### src/rtl/fp_pkg.sv
// Shared constants and types for the floating-point multiplier datapath.
package fp_pkg;

  localparam logic [1:0] RM_RNE = 2'b00;
  localparam logic [1:0] RM_RTZ = 2'b01;
  localparam logic [1:0] RM_RDN = 2'b10;
  localparam logic [1:0] RM_RUP = 2'b11;

  localparam int FLG_W    = 5;
  localparam int FLG_INV  = 4;
  localparam int FLG_OVF  = 3;
  localparam int FLG_UNF  = 2;
  localparam int FLG_NX   = 1;
  localparam int FLG_ZERO = 0;

  typedef struct packed {
    logic inv;
    logic inf;
    logic zero;
  } fp_cls_t;

  function automatic int exp_bias(input int exp_w);
    return (1 << (exp_w - 1)) - 1;
  endfunction

  function automatic int exp_max(input int exp_w);
    return (1 << exp_w) - 1;
  endfunction

endpackage

### src/rtl/fp_round_pack.sv
// Final stage of the multiplier: rounding, carry renormalisation,
// overflow/underflow resolution and packing of specials.
module fp_round_pack
  import fp_pkg::*;
#(
  parameter int EXP_W = 8,
  parameter int MAN_W = 23
) (
  input  logic                    sign_i,
  input  logic signed [EXP_W+1:0] exp_i,
  input  logic [MAN_W:0]          sig_i,
  input  logic                    guard_i,
  input  logic                    sticky_i,
  input  logic [1:0]              rm_i,
  input  logic                    inv_i,
  input  logic                    inf_i,
  input  logic                    zero_i,
  output logic [EXP_W+MAN_W:0]    result_o,
  output logic [FLG_W-1:0]        flags_o
);
  localparam int EW2 = EXP_W + 2;
  localparam logic signed [EW2-1:0] EMAX  = EW2'(exp_max(EXP_W));
  localparam logic signed [EW2-1:0] EZERO = '0;

  function automatic logic round_inc(input logic [1:0] rm, input logic sign,
                                     input logic lsb, input logic g, input logic s);
    case (rm)
      RM_RNE:  return g & (s | lsb);
      RM_RTZ:  return 1'b0;
      RM_RDN:  return sign & (g | s);
      default: return ~sign & (g | s);
    endcase
  endfunction

  function automatic logic [EXP_W+MAN_W:0] sat_result(input logic [1:0] rm, input logic sign);
    logic to_inf;
    to_inf = (rm == RM_RNE) | ((rm == RM_RDN) & sign) | ((rm == RM_RUP) & ~sign);
    if (to_inf) return {sign, {EXP_W{1'b1}}, {MAN_W{1'b0}}};
    return {sign, {(EXP_W-1){1'b1}}, 1'b0, {MAN_W{1'b1}}};
  endfunction

  logic                  inc;
  logic                  carry;
  logic                  inexact;
  logic [MAN_W:0]        sig_r;
  logic signed [EW2-1:0] exp_r;

  // The significand always carries its hidden one here, so a wrap to a
  // cleared hidden bit is exactly the rounding carry-out.
  always_comb begin
    inexact  = guard_i | sticky_i;
    inc      = round_inc(rm_i, sign_i, sig_i[0], guard_i, sticky_i);
    sig_r    = sig_i + {{MAN_W{1'b0}}, inc};
    carry    = ~sig_r[MAN_W];
    exp_r    = exp_i + $signed({{(EW2-1){1'b0}}, carry});
    result_o = '0;
    flags_o  = '0;
    if (inv_i) begin
      result_o          = {1'b0, {EXP_W{1'b1}}, 1'b1, {(MAN_W-1){1'b0}}};
      flags_o[FLG_INV]  = 1'b1;
    end else if (inf_i) begin
      result_o          = {sign_i, {EXP_W{1'b1}}, {MAN_W{1'b0}}};
    end else if (zero_i) begin
      result_o          = {sign_i, {(EXP_W+MAN_W){1'b0}}};
      flags_o[FLG_ZERO] = 1'b1;
    end else if (exp_i <= EZERO) begin
      result_o          = {sign_i, {(EXP_W+MAN_W){1'b0}}};
      flags_o[FLG_UNF]  = 1'b1;
      flags_o[FLG_NX]   = 1'b1;
      flags_o[FLG_ZERO] = 1'b1;
    end else if (exp_r >= EMAX) begin
      result_o          = sat_result(rm_i, sign_i);
      flags_o[FLG_OVF]  = 1'b1;
      flags_o[FLG_NX]   = 1'b1;
    end else begin
      result_o          = {sign_i, exp_r[EXP_W-1:0], sig_r[MAN_W-1:0]};
      flags_o[FLG_NX]   = inexact;
    end
  end

endmodule

### src/rtl/fp_mult_pipe.sv
// Four-stage pipelined IEEE-754 multiplier with valid/ready at both ends.
// One global advance signal moves every stage together; bubbles are kept.
module fp_mult_pipe
  import fp_pkg::*;
#(
  parameter int EXP_W = 8,
  parameter int MAN_W = 23,
  parameter int TAG_W = 4
) (
  input  logic                 clk,
  input  logic                 rst,
  input  logic                 in_valid,
  output logic                 in_ready,
  input  logic [EXP_W+MAN_W:0] a,
  input  logic [EXP_W+MAN_W:0] b,
  input  logic [1:0]           rm,
  input  logic [TAG_W-1:0]     in_tag,
  output logic                 out_valid,
  input  logic                 out_ready,
  output logic [EXP_W+MAN_W:0] result,
  output logic [FLG_W-1:0]     flags,
  output logic [TAG_W-1:0]     out_tag
);
  localparam int SIG_W = MAN_W + 1;
  localparam int PRD_W = 2 * SIG_W;
  localparam int EW2   = EXP_W + 2;
  localparam logic signed [EW2-1:0] BIAS = EW2'(exp_bias(EXP_W));
  localparam logic [EXP_W-1:0] EXP_ONES = '1;

  logic adv;
  logic vld_p1_q, vld_p2_q, vld_p3_q, vld_p4_q;

  assign adv      = ~vld_p4_q | out_ready;
  assign in_ready = adv;

  // S1: unpack and classify; subnormal inputs read as zero
  logic [EXP_W-1:0]      ea, eb;
  logic [MAN_W-1:0]      fa, fb;
  logic                  a_zero, a_inf, a_nan, b_zero, b_inf, b_nan;
  logic                  inv_d, inf_d, zero_d;
  logic signed [EW2-1:0] exp_p1_d;

  always_comb begin
    ea       = a[EXP_W+MAN_W-1:MAN_W];
    eb       = b[EXP_W+MAN_W-1:MAN_W];
    fa       = a[MAN_W-1:0];
    fb       = b[MAN_W-1:0];
    a_zero   = (ea == '0);
    b_zero   = (eb == '0);
    a_inf    = (ea == EXP_ONES) & (fa == '0);
    b_inf    = (eb == EXP_ONES) & (fb == '0);
    a_nan    = (ea == EXP_ONES) & (fa != '0);
    b_nan    = (eb == EXP_ONES) & (fb != '0);
    inv_d    = a_nan | b_nan | (a_inf & b_zero) | (a_zero & b_inf);
    inf_d    = ~inv_d & (a_inf | b_inf);
    zero_d   = ~inv_d & ~inf_d & (a_zero | b_zero);
    exp_p1_d = $signed({2'b00, ea}) + $signed({2'b00, eb}) - BIAS;
  end

  logic                  sign_p1_q;
  logic signed [EW2-1:0] exp_p1_q;
  logic [SIG_W-1:0]      siga_p1_q, sigb_p1_q;
  fp_cls_t               cls_p1_q;
  logic [1:0]            rm_p1_q;
  logic [TAG_W-1:0]      tag_p1_q;

  // S2: full significand product
  logic                  sign_p2_q;
  logic signed [EW2-1:0] exp_p2_q;
  logic [PRD_W-1:0]      prod_p2_q;
  fp_cls_t               cls_p2_q;
  logic [1:0]            rm_p2_q;
  logic [TAG_W-1:0]      tag_p2_q;

  // S3: one-bit normalise, form guard and sticky
  logic [SIG_W-1:0]      sig_p3_d;
  logic                  grd_p3_d, stk_p3_d;
  logic signed [EW2-1:0] exp_p3_d;

  always_comb begin
    if (prod_p2_q[PRD_W-1]) begin
      sig_p3_d = prod_p2_q[PRD_W-1 -: SIG_W];
      grd_p3_d = prod_p2_q[MAN_W];
      stk_p3_d = |prod_p2_q[MAN_W-1:0];
      exp_p3_d = exp_p2_q + EW2'(1);
    end else begin
      sig_p3_d = prod_p2_q[PRD_W-2 -: SIG_W];
      grd_p3_d = prod_p2_q[MAN_W-1];
      stk_p3_d = |prod_p2_q[MAN_W-2:0];
      exp_p3_d = exp_p2_q;
    end
  end

  logic                  sign_p3_q;
  logic signed [EW2-1:0] exp_p3_q;
  logic [SIG_W-1:0]      sig_p3_q;
  logic                  grd_p3_q, stk_p3_q;
  fp_cls_t               cls_p3_q;
  logic [1:0]            rm_p3_q;
  logic [TAG_W-1:0]      tag_p3_q;

  // S4: round and pack
  logic [EXP_W+MAN_W:0]  res_p4_d;
  logic [FLG_W-1:0]      flg_p4_d;

  fp_round_pack #(.EXP_W(EXP_W), .MAN_W(MAN_W)) u_round_pack (
    .sign_i   (sign_p3_q),
    .exp_i    (exp_p3_q),
    .sig_i    (sig_p3_q),
    .guard_i  (grd_p3_q),
    .sticky_i (stk_p3_q),
    .rm_i     (rm_p3_q),
    .inv_i    (cls_p3_q.inv),
    .inf_i    (cls_p3_q.inf),
    .zero_i   (cls_p3_q.zero),
    .result_o (res_p4_d),
    .flags_o  (flg_p4_d)
  );

  logic [EXP_W+MAN_W:0]  res_p4_q;
  logic [FLG_W-1:0]      flg_p4_q;
  logic [TAG_W-1:0]      tag_p4_q;

  always_ff @(posedge clk) begin
    if (adv) begin
      sign_p1_q <= a[EXP_W+MAN_W] ^ b[EXP_W+MAN_W];
      exp_p1_q  <= exp_p1_d;
      siga_p1_q <= {1'b1, fa};
      sigb_p1_q <= {1'b1, fb};
      cls_p1_q  <= '{inv: inv_d, inf: inf_d, zero: zero_d};
      rm_p1_q   <= rm;
      tag_p1_q  <= in_tag;

      sign_p2_q <= sign_p1_q;
      exp_p2_q  <= exp_p1_q;
      prod_p2_q <= siga_p1_q * sigb_p1_q;
      cls_p2_q  <= cls_p1_q;
      rm_p2_q   <= rm_p1_q;
      tag_p2_q  <= tag_p1_q;

      sign_p3_q <= sign_p2_q;
      exp_p3_q  <= exp_p3_d;
      sig_p3_q  <= sig_p3_d;
      grd_p3_q  <= grd_p3_d;
      stk_p3_q  <= stk_p3_d;
      cls_p3_q  <= cls_p2_q;
      rm_p3_q   <= rm_p2_q;
      tag_p3_q  <= tag_p2_q;
    end
  end

  always_ff @(posedge clk or negedge rst) begin
    if (!rst) begin
      vld_p1_q <= 1'b0;
      vld_p2_q <= 1'b0;
      vld_p3_q <= 1'b0;
      vld_p4_q <= 1'b0;
      res_p4_q <= '0;
      flg_p4_q <= '0;
      tag_p4_q <= '0;
    end else if (adv) begin
      vld_p1_q <= in_valid;
      vld_p2_q <= vld_p1_q;
      vld_p3_q <= vld_p2_q;
      vld_p4_q <= vld_p3_q;
      res_p4_q <= res_p4_d;
      flg_p4_q <= flg_p4_d;
      tag_p4_q <= tag_p3_q;
    end
  end

  assign out_valid = vld_p4_q;
  assign result    = res_p4_q;
  assign flags     = flg_p4_q;
  assign out_tag   = tag_p4_q;

endmodule

### config.mk
export PLATFORM = sky130hd
export DESIGN_NAME = fp_mult_pipe
export DESIGN_NICKNAME = d
export VERILOG_FILES = /design/src/rtl/fp_pkg.sv /design/src/rtl/fp_round_pack.sv /design/src/rtl/fp_mult_pipe.sv
export SDC_FILE = /design/constraint.sdc
export NUM_CORES = 2
export LEC_CHECK = 0
export BUFFER_PORTS_ARGS = -buffer_cell sky130_fd_sc_hd__buf_4
export CAP_MARGIN = 20
export CORE_ASPECT_RATIO = 0.8
export CORE_MARGIN = 2
export CORE_UTILIZATION = 70
export CTS_BUF_LIST = sky130_fd_sc_hd__clkbuf_8 sky130_fd_sc_hd__clkbuf_16
export CTS_CLUSTER_SIZE = 8
export DETAILED_ROUTE_END_ITERATION = 8
export PLACE_DENSITY = 0.95
export SLEW_MARGIN = 10
export SYNTH_ARGS = -nofsm -noshare
export SYNTH_HDL_FRONTEND = slang
export SYNTH_HIERARCHICAL = 1
export SYNTH_SLANG_ARGS = --single-unit
### constraint.sdc
create_clock -name clk -period 16.5 [get_ports clk]
set_input_delay 2.475 -clock clk [delete_from_list [all_inputs] [get_ports clk]]
set_output_delay 2.475 -clock clk [all_outputs]
set_load 0.01 [all_outputs]
Word level (Yosys, flattened, before mapping)
Index checks and enable logic that the tools add are counted.
- add/sub/neg operators: 5
- $mul: 1
- magnitude comparators: 2
- equality and inequality tests: 5
- mux-type cells: 28
- bitwise logic cells: 30
- reduce and logical (&&, ||, !) cells: 9
- operators with widths (kind ; number):
    $mux 32 ; 7
    $mul 24x24->48 ; 1
    $logic_not 23->1 ; 2
    $reduce_bool 23->1 ; 2
    $add 24x1->24 ; 1
    $mux 23 ; 1
    $reduce_or 23->1 ; 1
    $reduce_or 22->1 ; 1
    $eq 8x8->1 const B ; 2
    $logic_not 8->1 ; 2
    $mux 1 ; 15
    $and 1x1->1 ; 14
    $add 10x2->10 ; 1
    $add 10x2->10 const B ; 1
    $ge 10x9->1 const B ; 1
    $le 10x1->1 const B ; 1
    $mux 10 ; 1
    $or 1x1->1 ; 10
    $sub 9x7->10 const B ; 1
    $add 8x8->9 ; 1
    $mux 4 ; 2
    $not 1->1 ; 5
    $eq 2x2->1 const B ; 2
    $mux 3 ; 1
    other kinds (4) ; 4
- flip-flop bits (word level): 225
- input port bits: 74
- output and inout bits: 43
- logic and storage cells: 115

Longest topological paths before layout
- depth in word-level cells: 18
- gate-level depth with buffers: 26
- depth with buffers taken out: 24

Cells and area by module
Netlist, hierarchy kept.
- by module, submodules not included (module ; instances ; cells an instance ; area each (sq um) ; seq. area each (sq um)):
    fp_mult_pipe ; 1 ; 2589 ; 27167.3 ; 6531.3
    fp_round_pack ; 1 ; 174 ; 1249.9 ; 0.0

Least setup slack after synthesis
No wires, ideal clock.
- kind: in2out
- start: in out_ready
- end: out in_ready
- data arrival time: 8076 ps
- data required time: 14025 ps
- setup slack: 5949 ps
- stages on the path: 3
- path buffers: 2
- cell sequence: nand2b_1 clkbuf_1 clkbuf_1
- word-level cells in the longest chain between the ends: 1
- RTL lines (item ; line ; RTL):
    start: declaration ; fp_mult_pipe.sv:19 ; input logic out_ready,
    $or 1x1->1 ; fp_mult_pipe.sv:33 ; assign adv = ~vld_p4_q | out_ready;
    end: declaration ; fp_mult_pipe.sv:13 ; output logic in_ready,
Every way passes these cells.

Final worst setup path
- start: reg siga_p1_q[7]
- end: reg prod_p2_q[44] (data pin)
- word-level cells in the longest chain between the ends: 1
- RTL lines (item ; line ; RTL):
    start: declaration ; fp_mult_pipe.sv:62 ; logic [SIG_W-1:0] siga_p1_q, sigb_p1_q;
    start signal: assignment ; fp_mult_pipe.sv:128 ; siga_p1_q <= {1'b1, fa};
    $mul 24x24->48 ; fp_mult_pipe.sv:136 ; prod_p2_q <= siga_p1_q * sigb_p1_q;
    end signal: assignment ; fp_mult_pipe.sv:136 ;
    end: declaration ; fp_mult_pipe.sv:70 ; logic [PRD_W-1:0] prod_p2_q;
Every way passes these cells.
A chain may end at the register's enable or synchronous reset.

==> flow_summary.ini <==
[status]
status = finished, final reports clean

[placement]
gp_congestion = 0.994
place_area_sq_um = 29500
portBuffers = 116
hpwlAfterDp_um = 56200

[layout]
areaGrowthSynthToFinish_pct = 7.67
layout-drive-gt1-share_pct = 10.5
antennaDiodeCount = 0
nets = 3558
design_area_sq_um = 30600

[clock_tree]
post_cts_hold_buffer_count = 0
insertion_delay_ps = 550
postCtsSetupBuffers = 0
cts_resized = 0
numCtsBuffers = 34
cts_sinks = 225
cts_tree = built
cts-root-buf = clkbuf_16
clockBufferDepth = 3
clk_pin_slew_ps = 50
htreeDepth = 2

[yosys]
synthArstFlopShare_pct = 20.0
synth.distinct_cells = 75
synthTopCellsByCount = 585 x inv_1, 483 x fa_1, 290 x nand2_1
ys.flop_type = edfxtp_1
syn_inst = 2763
yosys_warnings = 6
yosys-top-cells-area = fa_1 34%, edfxtp_1 19%, ha_1 8.5%, inv_1 7.7%, and2_1 5.8%
synth_top_area_share_pct = 34.0
synth_edf_count = 180
synth_top_area_cell = fa_1
synth.cell_area_sq_um = 28400
yosysMostFrequentCell = inv_1
ys_seq_area_share_pct = 23.0
avgSynthCellArea_sq_um = 10.3
synth_nets = 3514
ys_ff_latch = 225

[setup_path]
end_kind = flip-flop
crit_fanout = 20
r2r_cells = 24
reg2reg_slack_ps = 8910
crit_family = adder cells
crit_chain = inv_1, nor2_1, fa_1, inv_1, fa_1, inv_1, fa_1, inv_1, fa_1, inv_1, fa_1, fa_1, inv_1, fa_1, inv_1, ha_1, nand3_1, nor3_1, a211oi_1, nand2_2, a211oi_2, a21oi_2, a221oi_2, xnor2_1
cpPeakStageDelay_ps = 780
critPathRequiredTime_ps = 16770
critPathLaunchType = flip-flop
cp.arrival_ps = 7860
critPathKind = flip-flop to flip-flop
worstSetupPathDepth = 24
regToRegStartpoint = siga_p1_q[7]
critPathBufInv = 7
critPathSlowestCell = edfxtp_1
r2r_end = prod_p2_q[44]
startpoint = siga_p1_q[7]

[sta]
slew_violations = 0
fin_crit_sh_pct = 46.0
setup_tns_ps = 0
rsz0062_at_grt = false
slew_headroom_pct = 17.2
setup_viol = 0
hold_violations = 0
max_freq_mhz = 132
worstMarginPinSlew_ps = 1240
fin_worst_skew_ps = 29.7
period_needed_ps = 7590

[routing]
post-route-drc-count = 0
ant_nets = 0
via_per_inst = 6.02
routedWlPerCell_um = 22.1
wl_met3_um = 9470
wl_met1_um = 28000
dr_wl_met2_um = 34100
wl_um = 74400
num_vias = 20200
drt-pass1-iter-count = 6
drt-initial-drc-count = 1857
top_layer = met4

[grt]
grt_max_degree = 85
grt.total_usage_pct = 36.9
antenna_found_initial = 0
grt.overflow.total = 0
grt_pass1_wl_um = 118000
grt_pass1_vias = 22000

[hold_path]
min_path_cells = 0
min_path_type = flip-flop to flip-flop
holdPathEnd = cls_p3_q[1]
holdCritStartpoint = cls_p2_q[1]

[run]
cap_violations = 0

[floorplan]
core_sq_um = 39800
dieWidth_um = 229
fp.dieH_um = 184
io_pins = 117
die-area_sq_um = 42200
rows = 65
start_util_pct = 71.5
layout by cell type (no fill, tap or decap), types with 50 or more instances in the layout:
| cell type | count |
|---|---|
| buf_4 | 130 |
| fa_1 | 483 |
| ha_1 | 194 |
| and2_1 | 263 |
| xnor2_1 | 50 |
| a21oi_1 | 60 |
| nand2_1 | 290 |
| inv_1 | 603 |
| edfxtp_1 | 180 |
| nor2_1 | 68 |
| mux2_2 | 69 |
cell families after synthesis:
kind of cell,count (synthesis),share of synthesized area [%]
AO/OA/AOI/OAI,207,5.18
XOR/XNOR,82,2.53
adder cells (fa/ha/maj),677,42.6
buffers and inverters,714,9.73
flip-flops,225,23.0
multiplexers,71,2.80
AND/OR/NAND/NOR,787,14.2
layout make-up:
class                           instances  area, sq um
Multi-Input combinational cell       1824        19100
Fill cell                            2564         9170
Sequential cell                       225         6530
Inverter                              588         2210
Timing Repair Buffer                  134         1050
Clock buffer                           34          851
Tap cell                              536          671
Clock inverter                         22          160
worst max path at each step:
stage / end / slack [ps]
floorplan: in_ready / 5950
global placement: prod_p2_q[42] / 9170
detailed placement: prod_p2_q[44] / 9010
CTS: prod_p2_q[44] / 9000
global route: prod_p2_q[44] / 8570
finish: prod_p2_q[44] / 8910
metal layers:
| metal | global-route usage [%] | up-vias |
|---|---|---|
| met5 | 0 | - |
| met4 | 13.5 | 0 |
| met3 | 11.7 | 242 |
| met2 | 59.2 | 1309 |
| met1 | 47.7 | 10000 |
| li1 | - | 8654 |
metrics by stage:
step / worst slack, ps / hold WS, ps / util (%) / cells
final: 8910 / 409 / 76.9 / 3363
after global routing: 8570 / 418 / 76.9 / 3363
after CTS: 9000 / 408 / 76.8 / 3359
after detailed placement: 9010 / 405 / 74.2 / 3303
after global placement: 9170 / 402 / 74.2 / 3303
after floorplan: 5950 / 400 / - / 2763
state kept, by name (all words and copies together) (netlist names), 4 cells and up:
register,cells
siga_p1_q,23
sigb_p1_q,23
tag_p3_q,4
tag_p2_q,4
exp_p2_q,10
flags,5
prod_p2_q,48
sig_p3_q,24
result,32
exp_p3_q,10
tag_p1_q,4
out_tag,4
exp_p1_q,10
Power is left out: the tool's default activity adds up to more than one toggle a clock period on the data nets, which glitch-free logic cannot reach.
